--- config.mk ---
export PLATFORM = sky130hd
export DESIGN_NAME = flit_input_arbiter_flat
export DESIGN_NICKNAME = d
export VERILOG_FILES = /design/src/rtl/flit_input_arbiter_pkg.sv /design/src/rtl/flit_input_arbiter_if.sv /design/src/rtl/flit_input_arbiter_rr_arbiter2.sv /design/src/rtl/flit_input_arbiter.sv /design/src/flat_wrapper.sv
export SDC_FILE = /design/constraint.sdc
export NUM_CORES = 1
export LEC_CHECK = 0
export ABC_AREA = 0
export CORE_MARGIN = 5
export CORE_UTILIZATION = 47
export CTS_BUF_LIST = sky130_fd_sc_hd__clkbuf_16
export DETAILED_ROUTE_END_ITERATION = 7
export PLACE_DENSITY = 0.94
export SETUP_SLACK_MARGIN = 0.1
export SYNTH_ARGS = -nofsm -noshare
export SYNTH_HDL_FRONTEND = slang
export SYNTH_HIERARCHICAL = 1
export SYNTH_SLANG_ARGS = --single-unit
export TNS_END_PERCENT = 5
--- constraint.sdc ---
create_clock -name nocclk -period 5.9 [get_ports nocclk]
set_input_delay 1.18 -clock nocclk [delete_from_list [all_inputs] [get_ports nocclk]]
set_output_delay 1.18 -clock nocclk [all_outputs]
set_load 0.02 [all_outputs]
--- src/rtl/flit_input_arbiter_pkg.sv ---
// Shared types for the flit input arbiter: flit payload, flit kinds, FSM states and owner codes.
package types;

    localparam int unsigned DEST_W    = 4;
    localparam int unsigned PAYLOAD_W = 26;

    typedef enum logic [1:0] {
        HEAD   = 2'd0,
        BODY   = 2'd1,
        TAIL   = 2'd2,
        SINGLE = 2'd3
    } flittype_t;

    typedef struct packed {
        flittype_t              ftype;
        logic [DEST_W-1:0]      dest;
        logic [PAYLOAD_W-1:0]   payload;
    } flit_t;

    typedef enum logic [1:0] {
        IDLE     = 2'd0,
        LOCK_CPU = 2'd1,
        LOCK_RX  = 2'd2
    } arb_state_t;

    localparam logic [1:0] OWNER_NONE = 2'd0;
    localparam logic [1:0] OWNER_CPU  = 2'd1;
    localparam logic [1:0] OWNER_RX   = 2'd2;

    // HEAD and SINGLE both open a packet and may win arbitration.
    function automatic logic starts_packet(flit_t f);
        return (f.ftype == HEAD) || (f.ftype == SINGLE);
    endfunction

    function automatic logic [1:0] owner_of(arb_state_t s);
        case (s)
            LOCK_CPU: return OWNER_CPU;
            LOCK_RX:  return OWNER_RX;
            default:  return OWNER_NONE;
        endcase
    endfunction

endpackage

--- src/rtl/flit_input_arbiter_if.sv ---
// Flit handshake bundle between the two requesters, the arbiter and the router.
interface flit_input_arbiter_if;
    import types::*;

    flit_t cpu_flit;
    logic  cpu_flit_valid;
    logic  cpu_flit_ready;
    flit_t rx_flit;
    logic  rx_flit_valid;
    logic  rx_flit_ready;
    flit_t transfered_flit;
    logic  transfered_flit_valid;
    logic  transfered_flit_ready;
    flit_t transfered_head_flit;

    modport master (
        output cpu_flit, cpu_flit_valid, rx_flit, rx_flit_valid, transfered_flit_ready,
        input  cpu_flit_ready, rx_flit_ready, transfered_flit, transfered_flit_valid,
               transfered_head_flit
    );

    modport slave (
        input  cpu_flit, cpu_flit_valid, rx_flit, rx_flit_valid, transfered_flit_ready,
        output cpu_flit_ready, rx_flit_ready, transfered_flit, transfered_flit_valid,
               transfered_head_flit
    );

endinterface

--- src/rtl/flit_input_arbiter_rr_arbiter2.sv ---
// Two-input round-robin: bit 0 = CPU, bit 1 = RX; grant_c[i] means "i wins if it requests".
module rr_arbiter2 (
    input  logic       clk,
    input  logic       rst_n,
    input  logic [1:0] req,
    input  logic [1:0] upd,
    output logic [1:0] grant_c
);

    logic last_grant_q;  // 0 = CPU, 1 = RX

    // Eligibility ignores a requester's own request so readies never loop back on valid.
    assign grant_c[0] = !req[1] || last_grant_q;
    assign grant_c[1] = !req[0] || !last_grant_q;

    always_ff @(posedge clk or negedge rst_n) begin
        if (!rst_n) begin
            last_grant_q <= 1'b0;
        end else if (|upd) begin
            last_grant_q <= upd[1];
        end
    end

endmodule

--- src/rtl/flit_input_arbiter.sv ---
// Packet-atomic CPU/RX arbiter in front of the router, with orphan dropping.
// Optional lock timeout is compiled in with `define PACKET_TIMEOUT_EN.
module flit_input_arbiter
    import types::*;
#(
    parameter int unsigned TIMEOUT_CYCLES = 256,
    parameter int unsigned DROP_CNT_W     = 8
) (
    input  logic                  nocclk,
    input  logic                  rst_n,
    flit_input_arbiter_if.slave   bus,
    output logic [1:0]            owner,
    output logic [DROP_CNT_W-1:0] drop_count,
    output logic                  timeout_pulse
);

    localparam int unsigned SUM_W = DROP_CNT_W + 1;

    arb_state_t       state_q, state_d;
    logic             out_valid_q;
    flit_t            out_flit_q, head_flit_q;
    logic             can_load_c, cpu_head_c, rx_head_c;
    logic [1:0]       req_c, win_c, upd_c;
    logic             cpu_ready_c, rx_ready_c, fwd_c, cpu_drop_c, rx_drop_c;
    flit_t            fwd_flit_c;
    logic [SUM_W-1:0] drop_sum_c;

    assign can_load_c = !out_valid_q || bus.transfered_flit_ready;
    assign cpu_head_c = starts_packet(bus.cpu_flit);
    assign rx_head_c  = starts_packet(bus.rx_flit);
    assign req_c      = {bus.rx_flit_valid && rx_head_c, bus.cpu_flit_valid && cpu_head_c};

    rr_arbiter2 u_rr (
        .clk     (nocclk),
        .rst_n   (rst_n),
        .req     (req_c),
        .upd     (upd_c),
        .grant_c (win_c)
    );

`ifdef PACKET_TIMEOUT_EN
    localparam int unsigned TMO_W = $clog2(TIMEOUT_CYCLES + 1);
    logic [TMO_W-1:0] tmo_cnt_q;
    logic             tmo_c;
`endif

    // Next state, input readies, forwarding and orphan detection.
    always_comb begin
        state_d     = state_q;
        cpu_ready_c = 1'b0;
        rx_ready_c  = 1'b0;
        fwd_c       = 1'b0;
        fwd_flit_c  = bus.cpu_flit;
        upd_c       = 2'b00;
        cpu_drop_c  = 1'b0;
        rx_drop_c   = 1'b0;
        case (state_q)
            IDLE: begin
                cpu_ready_c = cpu_head_c ? (win_c[0] && can_load_c) : 1'b1;
                rx_ready_c  = rx_head_c  ? (win_c[1] && can_load_c) : 1'b1;
                cpu_drop_c  = bus.cpu_flit_valid && !cpu_head_c;
                rx_drop_c   = bus.rx_flit_valid  && !rx_head_c;
                if (bus.cpu_flit_valid && cpu_head_c && cpu_ready_c) begin
                    fwd_c      = 1'b1;
                    fwd_flit_c = bus.cpu_flit;
                    upd_c      = 2'b01;
                    if (bus.cpu_flit.ftype == HEAD) state_d = LOCK_CPU;
                end else if (bus.rx_flit_valid && rx_head_c && rx_ready_c) begin
                    fwd_c      = 1'b1;
                    fwd_flit_c = bus.rx_flit;
                    upd_c      = 2'b10;
                    if (bus.rx_flit.ftype == HEAD) state_d = LOCK_RX;
                end
            end
            LOCK_CPU: begin
                cpu_ready_c = can_load_c;
                if (bus.cpu_flit_valid && can_load_c) begin
                    fwd_c      = 1'b1;
                    fwd_flit_c = bus.cpu_flit;
                    if (bus.cpu_flit.ftype != BODY) state_d = IDLE;
                end
            end
            LOCK_RX: begin
                rx_ready_c = can_load_c;
                if (bus.rx_flit_valid && can_load_c) begin
                    fwd_c      = 1'b1;
                    fwd_flit_c = bus.rx_flit;
                    if (bus.rx_flit.ftype != BODY) state_d = IDLE;
                end
            end
            default: state_d = IDLE;
        endcase
`ifdef PACKET_TIMEOUT_EN
        // An owner flit accepted in the expiry cycle wins over the timeout.
        tmo_c = (state_q != IDLE) && !fwd_c && (tmo_cnt_q == TMO_W'(TIMEOUT_CYCLES - 1));
        if (tmo_c) state_d = IDLE;
`endif
    end

    assign bus.cpu_flit_ready        = cpu_ready_c;
    assign bus.rx_flit_ready         = rx_ready_c;
    assign bus.transfered_flit       = out_flit_q;
    assign bus.transfered_flit_valid = out_valid_q;
    assign bus.transfered_head_flit  = head_flit_q;

    assign drop_sum_c = SUM_W'(drop_count) + SUM_W'(cpu_drop_c) + SUM_W'(rx_drop_c);

    always_ff @(posedge nocclk or negedge rst_n) begin
        if (!rst_n) begin
            state_q     <= IDLE;
            owner       <= OWNER_NONE;
            out_valid_q <= 1'b0;
            out_flit_q  <= '0;
            head_flit_q <= '0;
            drop_count  <= '0;
        end else begin
            state_q <= state_d;
            owner   <= owner_of(state_d);
            if (fwd_c) begin
                out_valid_q <= 1'b1;
                out_flit_q  <= fwd_flit_c;
                if (starts_packet(fwd_flit_c)) head_flit_q <= fwd_flit_c;
            end else if (bus.transfered_flit_ready) begin
                out_valid_q <= 1'b0;
            end
            drop_count <= drop_sum_c[DROP_CNT_W] ? '1 : drop_sum_c[DROP_CNT_W-1:0];
        end
    end

`ifdef PACKET_TIMEOUT_EN
    // Stall counter runs only while locked and no owner flit moves.
    always_ff @(posedge nocclk or negedge rst_n) begin
        if (!rst_n) begin
            tmo_cnt_q     <= '0;
            timeout_pulse <= 1'b0;
        end else begin
            timeout_pulse <= tmo_c;
            if (state_q == IDLE || fwd_c || tmo_c) tmo_cnt_q <= '0;
            else                                    tmo_cnt_q <= tmo_cnt_q + TMO_W'(1);
        end
    end
`else
    assign timeout_pulse = 1'b0;
`endif

endmodule

--- src/flat_wrapper.sv ---
// flat-port wrapper written by rule: the top's interface ports become plain ports
module flit_input_arbiter_flat import types::*;
#(
    parameter int unsigned TIMEOUT_CYCLES = 256,
    parameter int unsigned DROP_CNT_W     = 8
)
  (nocclk, rst_n, owner, drop_count, timeout_pulse, bus_cpu_flit, bus_cpu_flit_valid, bus_rx_flit, bus_rx_flit_valid, bus_transfered_flit_ready, bus_cpu_flit_ready, bus_rx_flit_ready, bus_transfered_flit, bus_transfered_flit_valid, bus_transfered_head_flit);
  flit_input_arbiter_if bus_i ();
  input  logic nocclk;
  input  logic rst_n;
  output logic [1:0] owner;
  output logic [DROP_CNT_W-1:0] drop_count;
  output logic timeout_pulse;
  input wire logic [$bits(bus_i.cpu_flit)-1:0] bus_cpu_flit;
  input wire logic [$bits(bus_i.cpu_flit_valid)-1:0] bus_cpu_flit_valid;
  input wire logic [$bits(bus_i.rx_flit)-1:0] bus_rx_flit;
  input wire logic [$bits(bus_i.rx_flit_valid)-1:0] bus_rx_flit_valid;
  input wire logic [$bits(bus_i.transfered_flit_ready)-1:0] bus_transfered_flit_ready;
  output wire logic [$bits(bus_i.cpu_flit_ready)-1:0] bus_cpu_flit_ready;
  output wire logic [$bits(bus_i.rx_flit_ready)-1:0] bus_rx_flit_ready;
  output wire logic [$bits(bus_i.transfered_flit)-1:0] bus_transfered_flit;
  output wire logic [$bits(bus_i.transfered_flit_valid)-1:0] bus_transfered_flit_valid;
  output wire logic [$bits(bus_i.transfered_head_flit)-1:0] bus_transfered_head_flit;
  assign bus_i.cpu_flit = bus_cpu_flit;
  assign bus_i.cpu_flit_valid = bus_cpu_flit_valid;
  assign bus_i.rx_flit = bus_rx_flit;
  assign bus_i.rx_flit_valid = bus_rx_flit_valid;
  assign bus_i.transfered_flit_ready = bus_transfered_flit_ready;
  assign bus_cpu_flit_ready = bus_i.cpu_flit_ready;
  assign bus_rx_flit_ready = bus_i.rx_flit_ready;
  assign bus_transfered_flit = bus_i.transfered_flit;
  assign bus_transfered_flit_valid = bus_i.transfered_flit_valid;
  assign bus_transfered_head_flit = bus_i.transfered_head_flit;
  flit_input_arbiter #(.TIMEOUT_CYCLES(TIMEOUT_CYCLES), .DROP_CNT_W(DROP_CNT_W)) u_core (.nocclk(nocclk), .rst_n(rst_n), .bus(bus_i), .owner(owner), .drop_count(drop_count), .timeout_pulse(timeout_pulse));
endmodule
# Word level (Yosys, flattened, before mapping)
# Index checks and enable logic that the tools add are counted.
# W data, S select, Z words.
[word_totals]
mem_bits_rw = 0
mem_bits_ro = 0
mem_count = 0
ff_bits = 78
output_inout_bits = 78
latch_bits = 0
[classes]
n_lt_le_gt_ge = 0
n_shift = 0
addsub = 2
n_eq_ne = 9
n_mul = 0
div = 0
n_reduce_logical = 29
n_mux = 31
bitwise_logic = 0
[op_table]
columns = ["cell", "n"]
rows = [
  ["$mux W32", 3],
  ["$pmux W32 S2", 1],
  ["$mux W2", 11],
  ["$eq A2 B2 Y1 const B", 5],
  ["$logic_and A1 B1 Y1", 10],
  ["$mux W1", 10],
  ["$add A8 B1 Y9", 1],
  ["$add A9 B1 Y9", 1],
  ["$logic_not A2 Y1", 4],
  ["$mux W8", 1],
  ["$logic_not A1 Y1", 6],
  ["$logic_or A1 B1 Y1", 6],
  ["$pmux W2 S3", 1],
  ["$eq A2 B1 Y1 const B", 2],
  ["$ne A2 B1 Y1 const B", 2],
  ["$pmux W1 S2", 2],
  ["$pmux W2 S2", 1],
  ["$pmux W1 S3", 1],
  ["$reduce_and A2 Y1", 1],
  ["$reduce_bool A2 Y1", 1],
  ["$reduce_or A2 Y1", 1],
]

# Longest topological paths before layout
[depth]
ltp_word = 14
depth_mapped = 11
ltp_nobuf = 9

# Hierarchy
# The synthesis kept the hierarchy.
[by_module_without_submodules]
columns = ["module", "instances", "cells_each", "area_per_inst_um2"]
rows = [
  ["flit_input_arbiter", 1, 344, 3688.5],
  ["rr_arbiter2", 1, 5, 46.3],
]

# Worst setup path after synthesis
# No wires, ideal clock.
[synth_timing]
path_type = "input-to-output"
from = "input port bus_rx_flit[31]"
to = "output port bus_cpu_flit_ready"
arrival_ps = 2092
setup_slack_ps = 2628
path_buffers = 0
path_stages = 6
required_time_ps = 4720
path_cell_list = "inv_1 ha_1 nor2_1 nand2b_1 o21ai_0 a21oi_1"
[synth_between]
elab_chain_len = 8
word_cells_on_any_way = 9
[synth_lines]
columns = ["item", "line", "rtl"]
rows = [
  ["from (decl)", "flat_wrapper.sv:16", "input wire logic [$bits(bus_i.rx_flit)-1:0] bus_rx_flit;"],
  ["$eq A2 B2 Y1 / $logic_not A2 Y1 (equally long branches)", "flit_input_arbiter_pkg.sv:32", "return (f.ftype == HEAD) || (f.ftype == SINGLE);"],
  ["$logic_or A1 B1 Y1 (*)", "flit_input_arbiter_pkg.sv:32", ""],
  ["$logic_and A1 B1 Y1 (*)", "flit_input_arbiter.sv:31", "assign req_c = {bus.rx_flit_valid && rx_head_c, bus.cpu_flit_valid && cpu_head_c};"],
  ["named net u_core.req_c[1]", "flit_input_arbiter.sv:23", "logic [1:0] req_c, win_c, upd_c;"],
  ["$logic_not A1 Y1 (*)", "flit_input_arbiter_rr_arbiter2.sv:13", "assign grant_c[0] = !req[1] || last_grant_q;"],
  ["$logic_or A1 B1 Y1 (*)", "flit_input_arbiter_rr_arbiter2.sv:13", ""],
  ["named net u_core.win_c[0]", "flit_input_arbiter.sv:23", ""],
  ["$logic_and A1 B1 Y1 (*)", "flit_input_arbiter.sv:59", "cpu_ready_c = cpu_head_c ? (win_c[0] && can_load_c) : 1'b1;"],
  ["$mux W1 (*)", "flit_input_arbiter.sv:59", ""],
  ["$pmux W1 S2 (*)", "flit_input_arbiter.sv:57", "case (state_q)"],
  ["to (decl)", "flat_wrapper.sv:19", "output wire logic [$bits(bus_i.cpu_flit_ready)-1:0] bus_cpu_flit_ready;"],
]
# Mark *: on every way through the listed nets, which the timed path passes. The rest lies on a longest branch.

# Worst setup path in the final report
[layout_timing]
from = "input port bus_cpu_flit[30]"
to = "output port bus_rx_flit_ready"
[layout_between]
elab_chain_len = 8
word_cells_on_any_way = 9
[layout_lines]
columns = ["item", "line", "rtl"]
rows = [
  ["from (decl)", "flat_wrapper.sv:14", "input wire logic [$bits(bus_i.cpu_flit)-1:0] bus_cpu_flit;"],
  ["$eq A2 B2 Y1 / $logic_not A2 Y1 (equally long branches)", "flit_input_arbiter_pkg.sv:32", ""],
  ["$logic_or A1 B1 Y1 (*)", "flit_input_arbiter_pkg.sv:32", ""],
  ["$logic_and A1 B1 Y1 (*)", "flit_input_arbiter.sv:31", ""],
  ["named net u_core.req_c[0]", "flit_input_arbiter.sv:23", ""],
  ["$logic_not A1 Y1 (*)", "flit_input_arbiter_rr_arbiter2.sv:14", "assign grant_c[1] = !req[0] || !last_grant_q;"],
  ["$logic_or A1 B1 Y1 (*)", "flit_input_arbiter_rr_arbiter2.sv:14", ""],
  ["named net u_core.win_c[1]", "flit_input_arbiter.sv:23", ""],
  ["$logic_and A1 B1 Y1 (*)", "flit_input_arbiter.sv:60", "rx_ready_c = rx_head_c ? (win_c[1] && can_load_c) : 1'b1;"],
  ["$mux W1 (*)", "flit_input_arbiter.sv:60", ""],
  ["$pmux W1 S2 (*)", "flit_input_arbiter.sv:57", ""],
  ["to (decl)", "flat_wrapper.sv:20", "output wire logic [$bits(bus_i.rx_flit_ready)-1:0] bus_rx_flit_ready;"],
]
# Marks and branches as above.

==> results_dict.tcl <==
set metrics [dict create \
    status "finished, final reports clean" \
    crit_chain "clkdlybuf4s50_1 > inv_1 > ha_1 > nor2_1 > nand2_1 > o21ai_0 > a21oi_1 > clkdlybuf4s50_1" \
    fmax_ghz 0.230 \
    nets 560 \
    final.setup.tns_ns 0 \
    critPathMostFrequentCell "clkdlybuf4s50_1" \
    synth.area.top_cells "dfrtp_1 (52%), mux2i_1 (8.0%), o22a_1 (7.0%)" \
    ys_ff_latch 78 \
    cts_buffer_depth 2 \
    critPathMaxStageDelay_ns 0.56 \
    cts_tree "yes" \
    grt_antenna_before_repair 0 \
    row_count 32 \
    worstSkewPairLatency_ns 0.32 \
    via_per_inst 5.55 \
    placed_cells 577 \
    wl_per_cell_um 18.4 \
    grt_busiest_layer "met2" \
    dieHeight_um 99.1 \
    first_pass_iters 7 \
    ir_worst_vdd_mv 0.388 \
    grtUsageMet2_pct 36.9 \
    cp_max_fo 5 \
    syn_area_per_cell_sq_um 10.7 \
    dpl_cell_area_sq_um 5230 \
    fill_cells 532 \
    cts-root-buf "clkbuf_16" \
    path_class "input pin to output port" \
    grt_use_met3_pct 8.13 \
    holdCritPathClass "register to register" \
    grt_pass1_vias 3527 \
    fin_ws_ns 1.56 \
    final_cells 593 \
    syn_inst 349 \
    critPathLaunchType "input pin" \
    grt_remaining_overflow 0 \
    numCtsBuffers 9 \
    cts_hold_buf 0 \
    gp_congestion 0.967 \
    synth_cell_type_count 35 \
    io_buffers 145 \
    fin_skew_ns 0.00924 \
    synth_ff_type "dfrtp_1" \
    cts_resized 0 \
    area_growth_pct 49.6 \
    grt_use_total_pct 22.7 \
    finalHoldViolCount 0 \
    route.detailed.drc 0 \
    seq_area_frac_synth_pct 52.3 \
    synthesis.nets 423 \
    syn_area_sq_um 3730 \
    dp_slack_ns 1.56 \
    ys_warn_count 6 \
    drt_iter0_markers 217 \
    tightest_slew_ns 1.04 \
    fin_crit_ns 4.34 \
    end_kind "output port" \
    cts.sinks 78 \
    grt_max_degree 79 \
    drive_gt1_share_pct 4.68 \
    yosysTopAreaCellShare_pct 52.3 \
    power.leakage_uw 0.00227 \
    synth_edf_count 0 \
    final_area_sq_um 5590 \
    vias 3292 \
    timing.final.crit_share_pct 73.6 \
    dieArea_sq_um 9830 \
    rsz0062_at_grt "no" \
    clk_pin_slew_worst_paths_ns 0.06 \
    fp.dieW_um 99.1 \
    ant_nets 0 \
    met1_usage_pct 27.7 \
    finalMaxSlewViolations 0 \
    p_per_area_nw_per_um2 576 \
    start_util_pct 48.3 \
    cts_setup_buffers 0 \
    cp_slowest_cell "clkdlybuf4s50_1" \
    grt_pass1_wl_um 17800 \
    h-tree-depth 3 \
    synth_top_area_cell "dfrtp_1" \
    dp_hpwl_um 7750 \
    totalWireLength_um 10900 \
    core_sq_um 7730 \
    max_slew_margin_pct 30.7 \
    setup_viol 0 \
    maxCapViolCount 0 \
    insertedDiodeCount 0 \
    pin_count 147 \
    worstPathRequired_ns 4.72 \
    crit_arrival_ns 3.16 \
    synthArstFlopShare_pct 100 \
    finish.utilization_pct 72.3 \
]
synthesized netlist by cell type, types with 2 or more instances:
| cell type | n |
|---|---|
| dfrtp_1 | 78 |
| nand2_1 | 41 |
| o21ai_0 | 40 |
| o21a_1 | 31 |
| mux2i_1 | 30 |
| o22a_1 | 30 |
| clkbuf_1 | 12 |
| inv_1 | 10 |
| buf_4 | 7 |
| nor2_1 | 7 |
| a211oi_1 | 6 |
| a21oi_1 | 6 |
| nand3_1 | 6 |
| nor2b_1 | 5 |
| ha_1 | 4 |
| nand2b_1 | 4 |
| nor3_1 | 4 |
| buf_6 | 3 |
| a21o_1 | 2 |
| and3_1 | 2 |
| buf_2 | 2 |
| nor4_1 | 2 |
| o311a_1 | 2 |
| o31ai_1 | 2 |
| xnor2_1 | 2 |
| xor2_1 | 2 |
final cells by class:
class	count	area (sq um)	area share [%]
Sequential cell	78	1950	34.9
Multi-Input combinational cell	237	1620	29.0
Timing Repair Buffer	150	1490	26.6
Clock buffer	9	225	4.03
Clock inverter	7	138	2.46
Tap cell	102	128	2.28
Inverter	10	37.5	0.672
final timing paths:
check,end,from,slack [ns],depth (start not counted)
worst max-delay path,bus_rx_flit_ready,bus_cpu_flit[30],1.56,8
worst min-delay path,u_core/bus.transfered_flit[5],u_core/bus.transfered_flit[5],0.48,2
worst max register to register,u_core/drop_count[1],u_core/state_q[0],3.30,8
worst min register to register,u_core/bus.transfered_flit[5],u_core/bus.transfered_flit[5],0.48,2
max in group asynchronous,u_core/bus.transfered_flit_valid,rst_n,4.25,1
min in group asynchronous,u_core/bus.transfered_head_flit[10],rst_n,1.01,1
where the power goes:
| part | internal (uW) | switching [uW] |
|---|---|---|
| Sequential | 798 | 181 |
| Clock | 454 | 210 |
| Combinational | 744 | 832 |
worst max-delay path: cells and delay by family:
family	cells	cell delay [ns]
buffers and inverters	3	1.16
adder cells (fa/ha/maj)	1	0.35
AO/OA/AOI/OAI	2	0.27
AND/OR/NAND/NOR	2	0.20
state kept, by name, indices dropped and copies added (netlist names):
signal and cells:
u_core/state_q 2, u_core/drop_count 8, u_core/owner 2, u_core/u_rr/last_grant_q 1, u_core/bus.transfered_flit_valid 1, u_core/bus.transfered_head_flit 32, u_core/bus.transfered_flit 32
cells in the final DEF, fill, tap and decap left out, drive strengths merged, types with 4 or more instances in the layout:
cell type	instances
nand2	41
bufinv	4
o21a	31
o21ai	40
clkdlybuf4s50	144
a211oi	6
a21oi	7
nor2b	5
mux2i	30
nand3	6
nor2	7
inv	11
o22a	30
clkbuf	9
nor3	4
nand2b	4
buf	6
dfrtp	78
ha	4
through the flow:
step	hold slack [ns]	power, uW
after floorplan	0.463	1810
after CTS	0.484	3250
after global routing	0.510	3410
after detailed placement	0.467	2560
final	0.479	3220
after global placement	0.463	2500
metal layers:
metal	wire length, um	vias up
met5	0	-
met4	329	0
met3	983	29
met2	5270	149
met1	4310	1588
li1	-	1526
cell families (layout without fill, tap and decap cells):
group | count (synthesis) | in the layout | synth area share [%]
AO/OA/AOI/OAI | 125 | 125 | 23.5
XOR/XNOR | 4 | 4 | 0.938
adder cells (fa/ha/maj) | 5 | 5 | 1.88
buffers and inverters | 34 | 176 | 4.79
flip-flops | 78 | 78 | 52.3
multiplexers | 30 | 30 | 8.04
other | 1 | 1 | 0.100
AND/OR/NAND/NOR | 72 | 72 | 8.51
No activity file was read; power rests on OpenSTA's default activity.
